File: config.mk
export PLATFORM = sky130hd
export DESIGN_NAME = fbrc_run_ctrl
export DESIGN_NICKNAME = d
export VERILOG_FILES = /design/src/rtl/fbrc_pkg.sv /design/src/rtl/fbrc_sync_cnt.sv /design/src/rtl/fbrc_run_ctrl.sv
export SDC_FILE = /design/constraint.sdc
export NUM_CORES = 1
export LEC_CHECK = 0
export ABC_AREA = 1
export ABC_CLOCK_PERIOD_IN_PS = 3700
export BUFFER_PORTS_ARGS = -buffer_cell sky130_fd_sc_hd__clkbuf_2
export CAP_MARGIN = 40
export CORE_AREA = 4 4 53 55
export CTS_BUF_LIST = sky130_fd_sc_hd__clkbuf_4
export DETAILED_ROUTE_END_ITERATION = 10
export DIE_AREA = 0 0 57 59
export PLACE_DENSITY = 0.58
export SYNTH_ARGS = -nofsm -noshare
export SYNTH_HDL_FRONTEND = slang
export SYNTH_SLANG_ARGS = --single-unit
File: constraint.sdc
create_clock -name clk -period 3.7 [get_ports clk]
set_clock_uncertainty 0.2 [all_clocks]
set_input_delay 0.185 -clock clk [delete_from_list [all_inputs] [get_ports clk]]
set_output_delay 0.185 -clock clk [all_outputs]
set_load 0.05 [all_outputs]
File: src/rtl/fbrc_pkg.sv
// fbrc_pkg: shared state encodings and mode constants for the run/stop sequencer
package fbrc_pkg;
  typedef enum logic [1:0] {
    FBRC_IDLE  = 2'b00,
    FBRC_RUN   = 2'b01,
    FBRC_PAUSE = 2'b10,
    FBRC_DONE  = 2'b11
  } fbrc_state_e;
  localparam logic FBRC_ONESHOT = 1'b0;
  localparam logic FBRC_RELOAD  = 1'b1;
endpackage

File: src/rtl/fbrc_sync_cnt.sv
// fbrc_sync_cnt: synchronous up-counter with clear and enable
module fbrc_sync_cnt #(
  parameter int WIDTH = 4
) (
  input  logic             clk,
  input  logic             rst,
  input  logic             clr,
  input  logic             en,
  output logic [WIDTH-1:0] q
);
  always_ff @(posedge clk)
    if (rst || clr) q <= '0;
    else if (en) q <= q + WIDTH'(1);
endmodule

File: src/rtl/fbrc_run_ctrl.sv
// fbrc_run_ctrl: run/stop sequencer driving a counter to a latched terminal count
module fbrc_run_ctrl
  import fbrc_pkg::*;
#(
  parameter int WIDTH      = 4,
  parameter int DEFAULT_TC = 15
) (
  input  logic             clk,
  input  logic             reset,
  input  logic             start,
  input  logic             stop,
  input  logic             pause,
  input  logic             mode,
  input  logic [WIDTH-1:0] tc_in,
  output logic [WIDTH-1:0] q,
  output logic             busy,
  output logic             done,
  output logic [1:0]       state
);
  fbrc_state_e      st;
  logic [WIDTH-1:0] tc_reg;
  logic             mode_reg;
  logic             match, go, clr, en;
  assign busy  = st == FBRC_RUN || st == FBRC_PAUSE;
  assign state = st;
  assign match = q == tc_reg;
  // leaving PAUSE evaluates like RUN so each paused edge costs exactly one cycle
  assign go    = busy && !pause && !stop && !start;
  assign clr   = stop || start || (go && match && mode_reg == FBRC_RELOAD);
  assign en    = go && !match;
  fbrc_sync_cnt #(.WIDTH(WIDTH)) u_cnt (
    .clk (clk),
    .rst (reset),
    .clr (clr),
    .en  (en),
    .q   (q)
  );
  always_ff @(posedge clk)
    if (reset) begin
      st       <= FBRC_IDLE;
      tc_reg   <= WIDTH'(DEFAULT_TC);
      mode_reg <= FBRC_ONESHOT;
      done     <= 1'b0;
    end else begin
      done <= go && match;
      if (stop) st <= FBRC_IDLE;
      else if (start) begin
        st       <= FBRC_RUN;
        tc_reg   <= tc_in;
        mode_reg <= mode;
      end else if (busy)
        st <= pause ? FBRC_PAUSE : (match && mode_reg == FBRC_ONESHOT) ? FBRC_DONE : FBRC_RUN;
    end
endmodule
==> flow_summary_export.csv, run 1 <==
group,metric,value,unit
placement,port-buffer-count,17,
routing,routed-via-count,652,
floorplanning,ios,18,
global_route,grt_pass1_vias,580,
cts,clk_path_buf_depth,2,
routing,drt_wl_total,1437,µm
timing,finalCritPeriodShare,49.26,%
yosys,syn_nets,102,
timing,slew_viol_final,0,
placement,hpwl,1058,µm
floorplanning,start_util,27.83,%
global_route,grt_use_total,9.278,%
yosys,yosysUniqueCellTypes,21,
routing,dr.first_iter.drc_count,8,
yosys,postSynthCellCount,91,
critical_path,critPathArrivalTime,1850,ps
global_route,grt_max_degree,10,
placement,place_congestion,0.7560,
power,p_switching,0.07122,mW
hold_path,min_path_type,"primary input to flip-flop",
timing,setup_tns,0,ps
critical_path,crit_type,"flip-flop to flip-flop",
floorplanning,fp.dieArea,3363,µm²
floorplanning,core,2387,µm²
yosys,yosysTopAreaCell,"dfxtp_1",
cts,tritoncts,"yes",
critical_path,critPathMaxFanout,4,
cts,root_buffer,"clkbuf_4",
global_route,grt_antenna_before_repair,0,
timing,fin_crit,1823,ps
yosys,synthTopCellsByCount,"nand2_1, inv_1, dfxtp_1",
cts,post_cts_buffers,0,
finish,antenna_cells,0,
timing,finalHoldViolCount,0,
yosys,seq_area_frac_synth,36.16,%
cts,clk_pin_slew_worst_paths,80,ps
yosys,async_reset_ff_share,0,%
yosys,yosysWarningCount,0,
routing,wl_per_cell,9.580,µm
power,internal_power,0.1894,mW
power,clkPwrFrac,33.0,%
global_route,grt_first_pass_wirelength,2387,µm
yosys,synth_top_area_share,36.16,%
floorplanning,row_count,18,
cts,cts_buffers,3,
timing,max_clock_freq,548.6,MHz
routing,via_per_inst,4.347,
yosys,yosys.cell_count.top_type,"nand2_1",
placement,pre_cts_ws,2264,ps
power,p_seq_share,52.1,%
power,switching_share,27.33,%
routing,antenna_left,0,
floorplanning,die_w,57,µm
timing,rsz0062_at_grt,"no",
cts,clock-sinks,12,
timing,worst_pin_slew,504.9,ps
routing,dr.pass1.iters,4,
finish,syn2layout_area_growth,34.46,%
run_status,status,"completed",
power,powerDensity,291.7,nW/µm²
yosys,synth_ff_type,"dfxtp_1",
timing,slew_headroom,66.22,%
cts,h-tree-depth,1,
floorplanning,die_h,59,µm
power,combPwrFrac,14.9,%
routing,route.detailed.drc,0,
flow_run,maxCapViolations,0,
yosys,syn_area,664.4,µm²
yosys,yosys-top-cells-area,"dfxtp_1, nand2_1, inv_1",
yosys,synth-edff-count,0,
critical_path,endpoint_kind,"flip-flop",
timing,fin_ws,1877,ps
yosys,ys_ff_latch,12,
timing,finalSetupViolCount,0,
critical_path,worstPathRequired,3720,ps
yosys,syn_avg_cell_area,7.301,µm²
finish,fin_nets,132,
global_route,grt-ovfl-total,0,
cts,clk_latency,280,ps
finish,drive_gt1_share,25.83,%
power,p_leak,0.4672,nW
critical_path,critPathLaunchType,"flip-flop",
power,ir_worst_vdd,0.0001516,V
## per-layer routing
metal	wire length [µm]	track usage, %	share of wire [%]
met5	0	0	0
met4	33	5.960	2.3
met3	84	2.179	5.8
met2	682	15.17	47
met1	637	10.92	44
## timing repair
action / in CTS / in global routing
hold buffers: 8 / 0
hold endpoints to repair: 7 / 0
gates resized for setup: 0 / 0
## power groups by stage
stage,Sequential (mW),Combinational [mW],Clock [mW]
floorplan,0.141,0.0205,0
global placement,0.139,0.0321,0
detailed placement,0.139,0.0324,0
CTS,0.136,0.0389,0.0910
global route,0.136,0.0426,0.0943
finish,0.136,0.0387,0.0861
## layout by cell type, fill, tap and decap left out, types with 3 or more instances in the layout
cell           synthesis  layout
nand2_1               26      26
inv_1                 17      17
clkbuf_2               0      17
dfxtp_1               12      12
dlygate4sd3_1          0       8
nor2_1                 7       7
nand3_1                5       5
o211ai_1               4       4
nand2_2                3       3
clkbuf_4               0       3
## area by class of cell
cell class,count,area [µm²]
clock buffer,3,22.52
tap,30,37.54
inverter,17,63.81
fill,277,1494
clock inverter,1,3.754
timing repair buffer,25,165.2
sequential,12,240.2
multi-input combinational,62,360.3
## through the flow
stage               util [%]  power, mW  cell area (µm²)  hold WS [ps]  instances
finish                 37.42     0.2606            893.4         45.33        150
global route           37.42     0.2731            893.4         61.00        150
CTS                    37.42     0.2657            893.4         35.51        150
detailed placement     32.97     0.1712            787.0         204.0        138
global placement       32.97     0.1709            787.0         203.6        138
floorplan                  -     0.1611            664.4         57.14         91
## worst paths after layout
| kind | startpoint | slack (ps) | cells after the start | end |
|---|---|---|---|---|
| worst max register to register | state[1] | 1880 | 5 | state[0] |
| worst min-delay path | start | 50 | 4 | mode_reg |
| worst min register to register | tc_reg[3] | 320 | 2 | tc_reg[3] |
| worst max-delay path | state[1] | 1880 | 5 | state[0] |
## cell families (layout without fill, tap and decap cells)
group	count (synthesis)	after routing	synth area share, %
DFF	12	12	36.16
buffers and inverters	17	46	9.604
adders and majority gates	1	1	1.883
AOI/OAI and AO/OA	7	7	8.098
xor gates and xnor gates	2	2	2.637
and+or+nand+nor	52	52	41.62
## critical path, stage by stage, from the launching register on
cell and delay [ps]:
dfxtp_1 360, inv_1 40, nand2_1 110, nand3b_2 180, a311oi_1 280, dlygate4sd3_1 600
No activity file was read; power rests on OpenSTA's default activity.
==> run 2, diff against run 1 <==
==> config.mk (replaced) <==
export PLATFORM = sky130hd
export DESIGN_NAME = fbrc_run_ctrl
export DESIGN_NICKNAME = d
export VERILOG_FILES = /design/src/rtl/fbrc_pkg.sv /design/src/rtl/fbrc_sync_cnt.sv /design/src/rtl/fbrc_run_ctrl.sv
export SDC_FILE = /design/constraint.sdc
export NUM_CORES = 1
export LEC_CHECK = 0
export ABC_AREA = 0
export ABC_CLOCK_PERIOD_IN_PS = 1900
export BUFFER_PORTS_ARGS = -buffer_cell sky130_fd_sc_hd__clkbuf_2
export CAP_MARGIN = 40
export CORE_AREA = 4 4 51 53
export CTS_BUF_LIST = sky130_fd_sc_hd__clkbuf_4
export DETAILED_ROUTE_END_ITERATION = 10
export DIE_AREA = 0 0 55 57
export PLACE_DENSITY = 0.6
export SYNTH_ARGS = -nofsm -noshare
export SYNTH_HDL_FRONTEND = slang
export SYNTH_SLANG_ARGS = --single-unit
==> constraint.sdc (replaced) <==
create_clock -name clk -period 1.9 [get_ports clk]
set_clock_uncertainty 0.2 [all_clocks]
set_input_delay 0.095 -clock clk [delete_from_list [all_inputs] [get_ports clk]]
set_output_delay 0.095 -clock clk [all_outputs]
set_load 0.05 [all_outputs]
==> flow_summary_export.csv, run 2 <==
group,metric,value,unit
power,powerDensity,552.2,nW/µm²
hold_path,min_path_type,"primary input to flip-flop",
finish,multi_input_area,362.8,µm²
yosys,yosysTopAreaCell,"dfxtp_1",
floorplanning,row_count,17,
placement,place_congestion,0.7188,
yosys,synthXorXnorAreaFrac,6.917,%
critical_path,critPathLaunchType,"primary input",
routing,dr.first_iter.drc_count,13,
timing,finalSetupViolCount,0,
finish,nFillCells,222,
critical_path,critPathArrivalTime,1780,ps
timing,max_clock_freq,549.1,MHz
global_route,grt_max_degree,14,
global_route,grt_first_pass_wirelength,2642,µm
global_route,use_met1,13.64,%
power,ir_worst_vdd,0.0002058,V
cts,h-tree-depth,1,
yosys,syn_area,633.1,µm²
critical_path,critical_path.most_common_cell,"dlygate4sd3_1",
yosys,synthAdderAreaFrac,3.557,%
critical_path,r2r_start,"state[0]",
yosys,async_reset_ff_share,0,%
critical_path,crit_type,"primary input to flip-flop",
routing,dr.pass1.iters,4,
critical_path,slowest_delay,580,ps
timing,rsz0062_at_grt,"no",
yosys,syn_avg_cell_area,9.044,µm²
yosys,synth_top_area_share,37.94,%
yosys,seq_area_frac_synth,37.94,%
yosys,synth-edff-count,0,
global_route,grt_pass1_vias,614,
timing,fin_crit,1821,ps
floorplanning,ios,18,
cts,clk_path_buf_depth,2,
floorplanning,start_util,29.47,%
global_route,gr-usage-met2,18.58,%
yosys,synthMuxAreaShare,0,%
yosys,yosysUniqueCellTypes,30,
routing,wl_per_cell,11.86,µm
critical_path,critPathMaxFanout,3,
critical_path,cp_slowest_cell,"dlygate4sd3_1",
yosys,synth_ff_type,"dfxtp_1",
yosys,yosys-top-cells-area,"dfxtp_1, a211o_1, nand3_1",
timing,worst_pin_slew,343.6,ps
finish,final_cell_mix,"clkbuf_2, dlygate4sd3_1, nand3_1, dfxtp_1, dfxtp_2",
finish,final_area,917.1,µm²
yosys,yosys.cell_count.top_type,"dfxtp_1",
yosys,ys_ff_latch,12,
timing,finalCritPeriodShare,95.86,%
floorplanning,die_w,55,µm
finish,drive_gt1_share,30.39,%
critical_path,endpoint_kind,"flip-flop",
finish,final_common_cell,"clkbuf_2",
flow_run,maxCapViolations,0,
finish,ff_latch_area,246.5,µm²
cts,cts_buffers,3,
timing,slew_headroom,76.90,%
yosys,synth_top_family_by_area,"simple AND/OR/NAND/NOR gates",
yosys,syn_nets,81,
floorplanning,core,2148,µm²
timing,slew_viol_final,0,
global_route,grt_antenna_before_repair,0,
finish,syn2layout_area_growth,44.86,%
placement,hpwl,1051,µm
routing,drt_wl_total,1542,µm
cts,tritoncts,"yes",
routing,antenna_left,0,
critical_path,startpoint,"pause",
yosys,postSynthCellCount,70,
yosys,yosys.area_share.simple,30.63,%
global_route,grt_use_total,11.49,%
yosys,synth_compound_gate_area_share,15.61,%
run_status,status,"completed",
finish,antenna_cells,0,
cts,clock-sinks,12,
cts,post_cts_buffers,0,
power,p_leak,0.3829,nW
cts,clk_pin_slew_worst_paths,80,ps
placement,dp_cells,114,
timing,setup_tns,0,ps
floorplanning,die_h,57,µm
global_route,grt-ovfl-total,0,
timing,finalHoldViolCount,0,
hold_path,hold_start,"reset",
routing,via_per_inst,4.915,
global_route,grt_busiest_layer,"met2",
finish,fin_nets,115,
cts,root_buffer,"clkbuf_4",
cts,clk_latency,270,ps
yosys,synthTopCellsByCount,"dfxtp_1, nand3_1",
routing,route.detailed.drc,0,
routing,routed-via-count,639,
critical_path,worstPathRequired,1860,ps
floorplanning,fp.dieArea,3135,µm²
critical_path,crit_chain,"dlygate4sd3_1 > inv_1 > maj3_1 > nor2_1 > nor3_1 > dlygate4sd3_1",
placement,dpl-instance-area,755.7,µm²
yosys,yosysWarningCount,0,
finish,finalNonFillerCells,130,
global_route,grt_use_met3,1.828,%
placement,port-buffer-count,17,
run 2: cell count changes after synthesis, moves of 3 or more:
cell / delta
nand2_2: -3
a211o_1: +4
nor2_1: -4
nor2b_1: +4
a21oi_1: +3
inv_1: -13
nand2_1: -25
o211ai_1: -3
run 2: layer usage:
layer | wire length (µm) | up-vias
met1 | 655 | 293
li1 | - | 325
met2 | 768 | 19
met4 | 27 | 0
met5 | 0 | -
met3 | 90 | 2
run 2: through the flow:
stage / utilization (%) / hold WS [ps] / setup slack [ps] / total power, mW
global route: 42.69 / 80.07 / 12.91 / 0.5323
detailed placement: 35.18 / 105.0 / 295.9 / 0.3293
floorplan: - / -33.98 / 22.25 / 0.3114
global placement: 35.18 / 96.03 / 316.0 / 0.3283
CTS: 42.75 / 76.08 / 23.51 / 0.5102
finish: 42.69 / 67.89 / 78.72 / 0.5064
run 2: path summary, 6_finish.rpt:
check             slack, ps  depth (start not counted)    endpoint
hold reg to reg         320                          2  u_cnt.q[1]
setup reg to reg        200                          4    state[0]
setup / recovery         80                          6    state[0]
hold / removal           70                          3  u_cnt.q[2]
run 2: report_power, final:
group          leakage, nW  switching, mW  internal [mW]
Combinational        0.269         0.0386         0.0442
Sequential           0.100        0.00569          0.259
Clock               0.0138         0.0853         0.0733
run 2: repair_timing:
item | CTS | global route
hold endpoints to repair | 10 | 0
endpoints found under the setup margin | 0 | 3
gates resized for setup | 0 | 1
hold buffers | 14 | 0
run 2: cells by family after synthesis:
logic type	count (synthesis)
DFF	12
buffers and inverters	7
AOI/OAI and AO/OA	13
xor gates and xnor gates	5
and+or+nand+nor	31
adders and majority gates	2
run 2: layout make-up:
type                            count  area share (%)
Inverter                            4           1.637
Multi-Input combinational cell     51           39.56
Tap cell                           28           3.820
Sequential cell                    12           26.88
Timing Repair Buffer               32           25.65
Clock buffer                        3           2.456
run 2: critical path: cells and delay by family:
family	cells	cell delay [ps]
adder cells (fa/ha/maj)	1	350
buffers and inverters	3	1200
AND/OR/NAND/NOR	2	130
